==> src/rtl/pc_sequencer_pkg.sv <==
// Shared types for the PC sequencer: PC-source decode values and FSM states.
package pc_sequencer_pkg;

    localparam logic [1:0] PCSRC_BR  = 2'b00;
    localparam logic [1:0] PCSRC_JMP = 2'b01;
    localparam logic [1:0] PCSRC_SEQ = 2'b10;
    localparam logic [1:0] PCSRC_ILL = 2'b11;

    typedef enum logic [1:0] {
        ST_RUN   = 2'd0,
        ST_FLUSH = 2'd1,
        ST_FAULT = 2'd2
    } state_e;

endpackage

==> src/rtl/pc_sequencer_if.sv <==
// Decoder <-> sequencer bundle: decode/control inputs and fetch-side status.
interface pc_sequencer_if;

    logic        stall;
    logic        PCSrc1;
    logic        PCSrc0;
    logic        branch_taken;
    logic        is_call;
    logic        is_ret;
    logic [31:0] branch_target;
    logic [31:0] jump_target;
    logic [31:0] pc;
    logic        flush;
    logic        ras_full;
    logic        ras_empty;
    logic        fault;

    modport master (
        output stall, PCSrc1, PCSrc0, branch_taken, is_call, is_ret,
               branch_target, jump_target,
        input  pc, flush, ras_full, ras_empty, fault
    );

    modport slave (
        input  stall, PCSrc1, PCSrc0, branch_taken, is_call, is_ret,
               branch_target, jump_target,
        output pc, flush, ras_full, ras_empty, fault
    );

endinterface

==> src/rtl/pc_sequencer_ras_stack.sv <==
// Return-address stack with registered full/empty flags derived from the entry count.
module ras_stack #(
    parameter int DEPTH = 8
) (
    input  logic        clk,
    input  logic        reset,
    input  logic        push,
    input  logic        pop,
    input  logic [31:0] push_data,
    output logic [31:0] top,
    output logic        full,
    output logic        empty
);

    localparam int PW = $clog2(DEPTH);
    localparam int CW = PW + 1;

    logic [CW-1:0] count_q, count_d;
    logic          full_q, full_d;
    logic          empty_q, empty_d;
    logic [31:0]   mem [DEPTH];
    logic [PW-1:0] top_idx;

    always_comb begin
        count_d = count_q;
        if (push && !full_q)
            count_d = count_q + CW'(1);
        else if (pop && !empty_q)
            count_d = count_q - CW'(1);
        full_d  = (count_d == CW'(DEPTH));
        empty_d = (count_d == '0);
    end

    always_ff @(posedge clk or posedge reset) begin
        if (reset) begin
            count_q <= '0;
            full_q  <= 1'b0;
            empty_q <= 1'b1;
        end else begin
            count_q <= count_d;
            full_q  <= full_d;
            empty_q <= empty_d;
        end
    end

    // Contents need no reset: a zero count makes every entry unreachable.
    always_ff @(posedge clk) begin
        if (push && !full_q)
            mem[count_q[PW-1:0]] <= push_data;
    end

    // Low pointer bits minus one wraps correctly when count == DEPTH.
    assign top_idx = count_q[PW-1:0] - PW'(1);
    assign top     = mem[top_idx];
    assign full    = full_q;
    assign empty   = empty_q;

endmodule

==> src/rtl/pc_sequencer.sv <==
// Next-PC selection, redirect flush FSM and sticky fault handling around a return-address stack.
module pc_sequencer
    import pc_sequencer_pkg::*;
#(
    parameter logic [31:0] RESET_PC  = 32'h0000_0000,
    parameter logic [31:0] FAULT_PC  = 32'h0000_000F,
    parameter int          RAS_DEPTH = 8
) (
    input  logic          clk,
    input  logic          reset,
    pc_sequencer_if.slave bus
);

    state_e      state_q, state_d;
    logic [31:0] pc_q, pc_d;
    logic        flush_q, flush_d;
    logic        fault_q, fault_d;
    logic        ras_push, ras_pop;
    logic [31:0] ras_top;
    logic        ras_full, ras_empty;
    logic [1:0]  src;
    logic [31:0] pc_inc;
    logic        jmp_err;

    assign src     = {bus.PCSrc1, bus.PCSrc0};
    assign pc_inc  = pc_q + 32'd1;
    assign jmp_err = (bus.is_call && bus.is_ret) ||
                     (bus.is_call && ras_full)   ||
                     (bus.is_ret  && ras_empty);

    always_comb begin
        state_d  = state_q;
        pc_d     = pc_q;
        flush_d  = flush_q;
        fault_d  = fault_q;
        ras_push = 1'b0;
        ras_pop  = 1'b0;
        unique case (state_q)
            ST_RUN: begin
                if (!bus.stall) begin
                    flush_d = 1'b0;
                    case (src)
                        PCSRC_SEQ: pc_d = pc_inc;
                        PCSRC_BR: begin
                            if (bus.branch_taken) begin
                                pc_d    = bus.branch_target;
                                state_d = ST_FLUSH;
                                flush_d = 1'b1;
                            end else begin
                                pc_d = pc_inc;
                            end
                        end
                        PCSRC_JMP: begin
                            if (jmp_err) begin
                                pc_d    = FAULT_PC;
                                state_d = ST_FAULT;
                                fault_d = 1'b1;
                            end else begin
                                state_d = ST_FLUSH;
                                flush_d = 1'b1;
                                if (bus.is_call) begin
                                    ras_push = 1'b1;
                                    pc_d     = bus.jump_target;
                                end else if (bus.is_ret) begin
                                    ras_pop = 1'b1;
                                    pc_d    = ras_top;
                                end else begin
                                    pc_d = bus.jump_target;
                                end
                            end
                        end
                        default: begin
                            pc_d    = FAULT_PC;
                            state_d = ST_FAULT;
                            fault_d = 1'b1;
                        end
                    endcase
                end
            end
            // The instruction in decode is squashed, so its fields are ignored.
            ST_FLUSH: begin
                if (!bus.stall) begin
                    pc_d    = pc_inc;
                    state_d = ST_RUN;
                    flush_d = 1'b0;
                end
            end
            ST_FAULT: begin
                pc_d    = FAULT_PC;
                flush_d = 1'b0;
                fault_d = 1'b1;
            end
            default: begin
                pc_d    = FAULT_PC;
                state_d = ST_FAULT;
                flush_d = 1'b0;
                fault_d = 1'b1;
            end
        endcase
    end

    always_ff @(posedge clk or posedge reset) begin
        if (reset) begin
            state_q <= ST_RUN;
            pc_q    <= RESET_PC;
            flush_q <= 1'b0;
            fault_q <= 1'b0;
        end else begin
            state_q <= state_d;
            pc_q    <= pc_d;
            flush_q <= flush_d;
            fault_q <= fault_d;
        end
    end

    ras_stack #(
        .DEPTH (RAS_DEPTH)
    ) u_ras (
        .clk       (clk),
        .reset     (reset),
        .push      (ras_push),
        .pop       (ras_pop),
        .push_data (pc_inc),
        .top       (ras_top),
        .full      (ras_full),
        .empty     (ras_empty)
    );

    assign bus.pc        = pc_q;
    assign bus.flush     = flush_q;
    assign bus.fault     = fault_q;
    assign bus.ras_full  = ras_full;
    assign bus.ras_empty = ras_empty;

endmodule

==> src/flat_wrapper.sv <==
// flat-port wrapper written by rule: the top's interface ports become plain ports
module pc_sequencer_flat import pc_sequencer_pkg::*;
#(
    parameter logic [31:0] RESET_PC  = 32'h0000_0000,
    parameter logic [31:0] FAULT_PC  = 32'h0000_000F,
    parameter int          RAS_DEPTH = 8
)
  (clk, reset, bus_stall, bus_PCSrc1, bus_PCSrc0, bus_branch_taken, bus_is_call, bus_is_ret, bus_branch_target, bus_jump_target, bus_pc, bus_flush, bus_ras_full, bus_ras_empty, bus_fault);
  pc_sequencer_if bus_i ();
  input  logic clk;
  input  logic reset;
  input wire logic [$bits(bus_i.stall)-1:0] bus_stall;
  input wire logic [$bits(bus_i.PCSrc1)-1:0] bus_PCSrc1;
  input wire logic [$bits(bus_i.PCSrc0)-1:0] bus_PCSrc0;
  input wire logic [$bits(bus_i.branch_taken)-1:0] bus_branch_taken;
  input wire logic [$bits(bus_i.is_call)-1:0] bus_is_call;
  input wire logic [$bits(bus_i.is_ret)-1:0] bus_is_ret;
  input wire logic [$bits(bus_i.branch_target)-1:0] bus_branch_target;
  input wire logic [$bits(bus_i.jump_target)-1:0] bus_jump_target;
  output wire logic [$bits(bus_i.pc)-1:0] bus_pc;
  output wire logic [$bits(bus_i.flush)-1:0] bus_flush;
  output wire logic [$bits(bus_i.ras_full)-1:0] bus_ras_full;
  output wire logic [$bits(bus_i.ras_empty)-1:0] bus_ras_empty;
  output wire logic [$bits(bus_i.fault)-1:0] bus_fault;
  assign bus_i.stall = bus_stall;
  assign bus_i.PCSrc1 = bus_PCSrc1;
  assign bus_i.PCSrc0 = bus_PCSrc0;
  assign bus_i.branch_taken = bus_branch_taken;
  assign bus_i.is_call = bus_is_call;
  assign bus_i.is_ret = bus_is_ret;
  assign bus_i.branch_target = bus_branch_target;
  assign bus_i.jump_target = bus_jump_target;
  assign bus_pc = bus_i.pc;
  assign bus_flush = bus_i.flush;
  assign bus_ras_full = bus_i.ras_full;
  assign bus_ras_empty = bus_i.ras_empty;
  assign bus_fault = bus_i.fault;
  pc_sequencer #(.RESET_PC(RESET_PC), .FAULT_PC(FAULT_PC), .RAS_DEPTH(RAS_DEPTH)) u_core (.clk(clk), .reset(reset), .bus(bus_i));
endmodule
==> config.mk <==
export PLATFORM = sky130hd
export DESIGN_NAME = pc_sequencer_flat
export DESIGN_NICKNAME = d
export VERILOG_FILES = /design/src/rtl/pc_sequencer_pkg.sv /design/src/rtl/pc_sequencer_if.sv /design/src/rtl/pc_sequencer_ras_stack.sv /design/src/rtl/pc_sequencer.sv /design/src/flat_wrapper.sv
export SDC_FILE = /design/constraint.sdc
export NUM_CORES = 1
export LEC_CHECK = 0
export CORE_MARGIN = 2
export CORE_UTILIZATION = 60
export CTS_BUF_LIST = sky130_fd_sc_hd__clkbuf_4
export DETAILED_ROUTE_END_ITERATION = 8
export PLACE_DENSITY = 0.82
export SYNTH_ARGS = -nofsm -noshare
export SYNTH_HDL_FRONTEND = slang
export SYNTH_SLANG_ARGS = --single-unit
==> constraint.sdc <==
create_clock -name clk -period 6.5 [get_ports clk]
set_clock_uncertainty 0.1 [all_clocks]
set_input_delay 1.3 -clock clk [delete_from_list [all_inputs] [get_ports clk]]
set_output_delay 1.3 -clock clk [all_outputs]
set_load 0.01 [all_outputs]
==> reports/metrics.cfg <==
[clock_tree]
clock-sinks=298
clk_latency_ps=680
h-tree-depth=3
clk_pin_slew_ps=60
cts_buffer_depth=3
cts_root_buf=clkbuf_4
post-cts-setup-buffers=0
numCtsBuffers=74
tritoncts=built
cts_hold_buf=0
cts_resized=0

[sta]
hold_viol=0
fin_crit_ps=4290
tns_ps=0
finalCritPeriodShare_pct=66.0
slew_headroom_pct=14.9
whs_ps=391
fmax_mhz=233
max_slew.worst_pin.slew_ps=1270
setup_slack_ps=2210
slew_viol_final=0
rsz0062_at_grt=false
finalSetupViolCount=0

[layout]
multiInputGateArea_um2=4120
fillers=1384
final_cell_area_um2=15400
fin_util_pct=70.9
layout_commonest_cell=edfxtp_1
drive_above_1_share_pct=22.1
nets=1046
area_delta_synth_final_pct=17.0
final_cell_mix=edfxtp_1, clkbuf_4, clkdlybuf4s50_1, mux4_2, nand2_1
ff_latch_area_um2=8740

[detailed_routing]
first_pass_iters=6
routed-via-count=8538
drt.antenna.violating_nets=0
avgViaCountPerCell=6.54
wl_per_cell_um=26.1
wirelength_um=34000
drtIter0Drc=1130
drc=0

[synthesis]
ys_seq_area_share_pct=66.5
synth_compound_area_share_pct=7.73
synthFlopType=edfxtp_1
syn_inst=819
yosys_warnings=0
syn_nets=894
synth_edf_count=256
synth_top_family_by_area=multiplexers
yosysTopAreaCell=edfxtp_1
synth-xor-area-share_pct=2.32
yosys.area_share.simple_pct=6.81
synth.distinct_cells=71
avgSynthCellArea_um2=16.1
synth.area.top_cells=edfxtp_1, mux4_2, dfrtp_1
netlist_area_um2=13100
synth_top_area_share_pct=58.5
synthMuxAreaShare_pct=13.6
async_flop_share_pct=14.1
synth_adder_area_share_pct=0.285
ys_ff_latch=298

[global_route]
grt_start_max_net_pins=48
antenna_found_initial=1
track_usage_pct=29.7
grt_pass1_vias=8736
grt_pass1_wl_um=51300
grt.overflow.total=0

[placement]
place.gp.congestion=0.883
portBuffers=107
pre_cts_ws_ps=1610
dp_hpwl_um=21700
place_area_um2=14500

[pwr]
vdd_ir_drop_max_mv=0.182
powerDensity_nw_per_um2=265
leakage_uw=0.00540

[floorplanning]
dieWidth_um=152
start_util_pct=60.6
coreArea_um2=21700
placementRows=54
die_area_um2=23100
die_height_um=152
num_io_pins=108

[worst_setup_path]
slowest_delay_ps=920
ff2ff_path_depth=9
slowest_stage=nor2_4
end_kind=register
crit_fanout=32
cp.depth=6
crit_arrival_ps=4440
crit_type=in2reg
cpLargestDelayFamily=simple AND/OR/NAND/NOR gates
required_ps=6660
path_cells=clkdlybuf4s50_1 > a2111oi_0 > o211ai_1 > buf_4 > or3_1 > nor2_4
crit_path_start_kind=input pin
path_buf_inv=2

[min_path]
hold_class=reg2reg
whs_path_depth=1

[outcome]
status=complete, no violations

[job]
cap_violations=0

## flip-flops by register name (all words and copies together) (netlist names)
name                  flops
u_core.u_ras.count_q      4
u_core.bus.flush          1
u_core.bus.pc            32
u_core.u_ras.full         1
u_core.state_q            2
u_core.u_ras.mem        256
u_core.u_ras.empty        1
u_core.bus.fault          1
## stage by stage
step	power (µW)	std cells
after detailed placement	2630	1175
after floorplan	2480	819
after global placement	2630	1175
final	4080	1305
after CTS	4100	1304
after global routing	4240	1305
## area by class of cell
cell class	count	share of cell area [%]
clock buffer	109	5.32
tap	280	2.28
clock inverter	20	0.504
timing repair buffer	127	7.94
multi-input combinational	456	26.8
sequential	298	56.8
antenna	1	0.0163
inverter	14	0.342
## path summary, 6_finish.rpt
kind / startpoint / end / slack (ps)
worst max-delay path: bus_PCSrc0 / u_core.u_ras.mem[2][26]$_DFFE_PP_ / 2210
max in group asynchronous: reset / u_core.u_ras.count_q[0]$_DFF_PP0_ / 4410
worst min register to register: u_core.u_ras.count_q[3]$_DFF_PP0_ / u_core.u_ras.count_q[3]$_DFF_PP0_ / 390
worst max register to register: u_core.u_ras.count_q[0]$_DFF_PP0_ / u_core.bus.pc[16]$_DFFE_PP0P_ / 2520
worst min-delay path: u_core.u_ras.count_q[3]$_DFF_PP0_ / u_core.u_ras.count_q[3]$_DFF_PP0_ / 390
min in group asynchronous: reset / u_core.bus.pc[27]$_DFFE_PP0P_ / 1110
## Yosys cell counts (all sizes together) (2+ instances only)
master and number:
a221oi 13, mux2 2, a21oi 30, nor3b 3
o31ai 4, a22oi 6, or4 3, ha 3
nand2 54, nor2 37, o21ai 29, nand4 5
edfxtp 256, mux2i 32, inv 13, a211oi 4
a21o 8, or2 2, o21bai 4, and3 4
xnor2 22, a211o 6, or3 2, buf 22
a222oi 3, o221ai 3, nand3 24, nor2b 8
o311ai 2, dfrtp 41, mux4 64, nand2b 6
xor2 12, a22o 3, o2111ai 3, a2bb2oi 2
clkbuf 28, nor4 4, a2111oi 2, a32oi 2
o211ai 12, nor3 22, a221o 2
## per-layer routing
metal | GRT usage (%) | up-vias | share of wire (%)
li1 | - | 3631 | -
met5 | 0 | - | 0
met3 | 8.30 | 102 | 12
met2 | 44.1 | 644 | 46
met1 | 40.5 | 4161 | 37
met4 | 15.9 | 0 | 4.7
## power by group
part	total, µW	switching [µW]	internal, µW
Sequential	2090	26.7	2060
Combinational	504	245	259
Clock	1490	727	767
Total	4080	999	3090
## cells by family (layout without fill, tap and decap cells)
logic type,Yosys count,count (layout)
buffers and inverters,65,270
adder cells (fa/ha/maj),3,3
multiplexers,98,98
AND/OR/NAND/NOR,175,175
flip-flops,298,298
AO/OA/AOI/OAI,146,146
other,0,1
XOR/XNOR,34,34
Power figures use the tool's default switching activity.
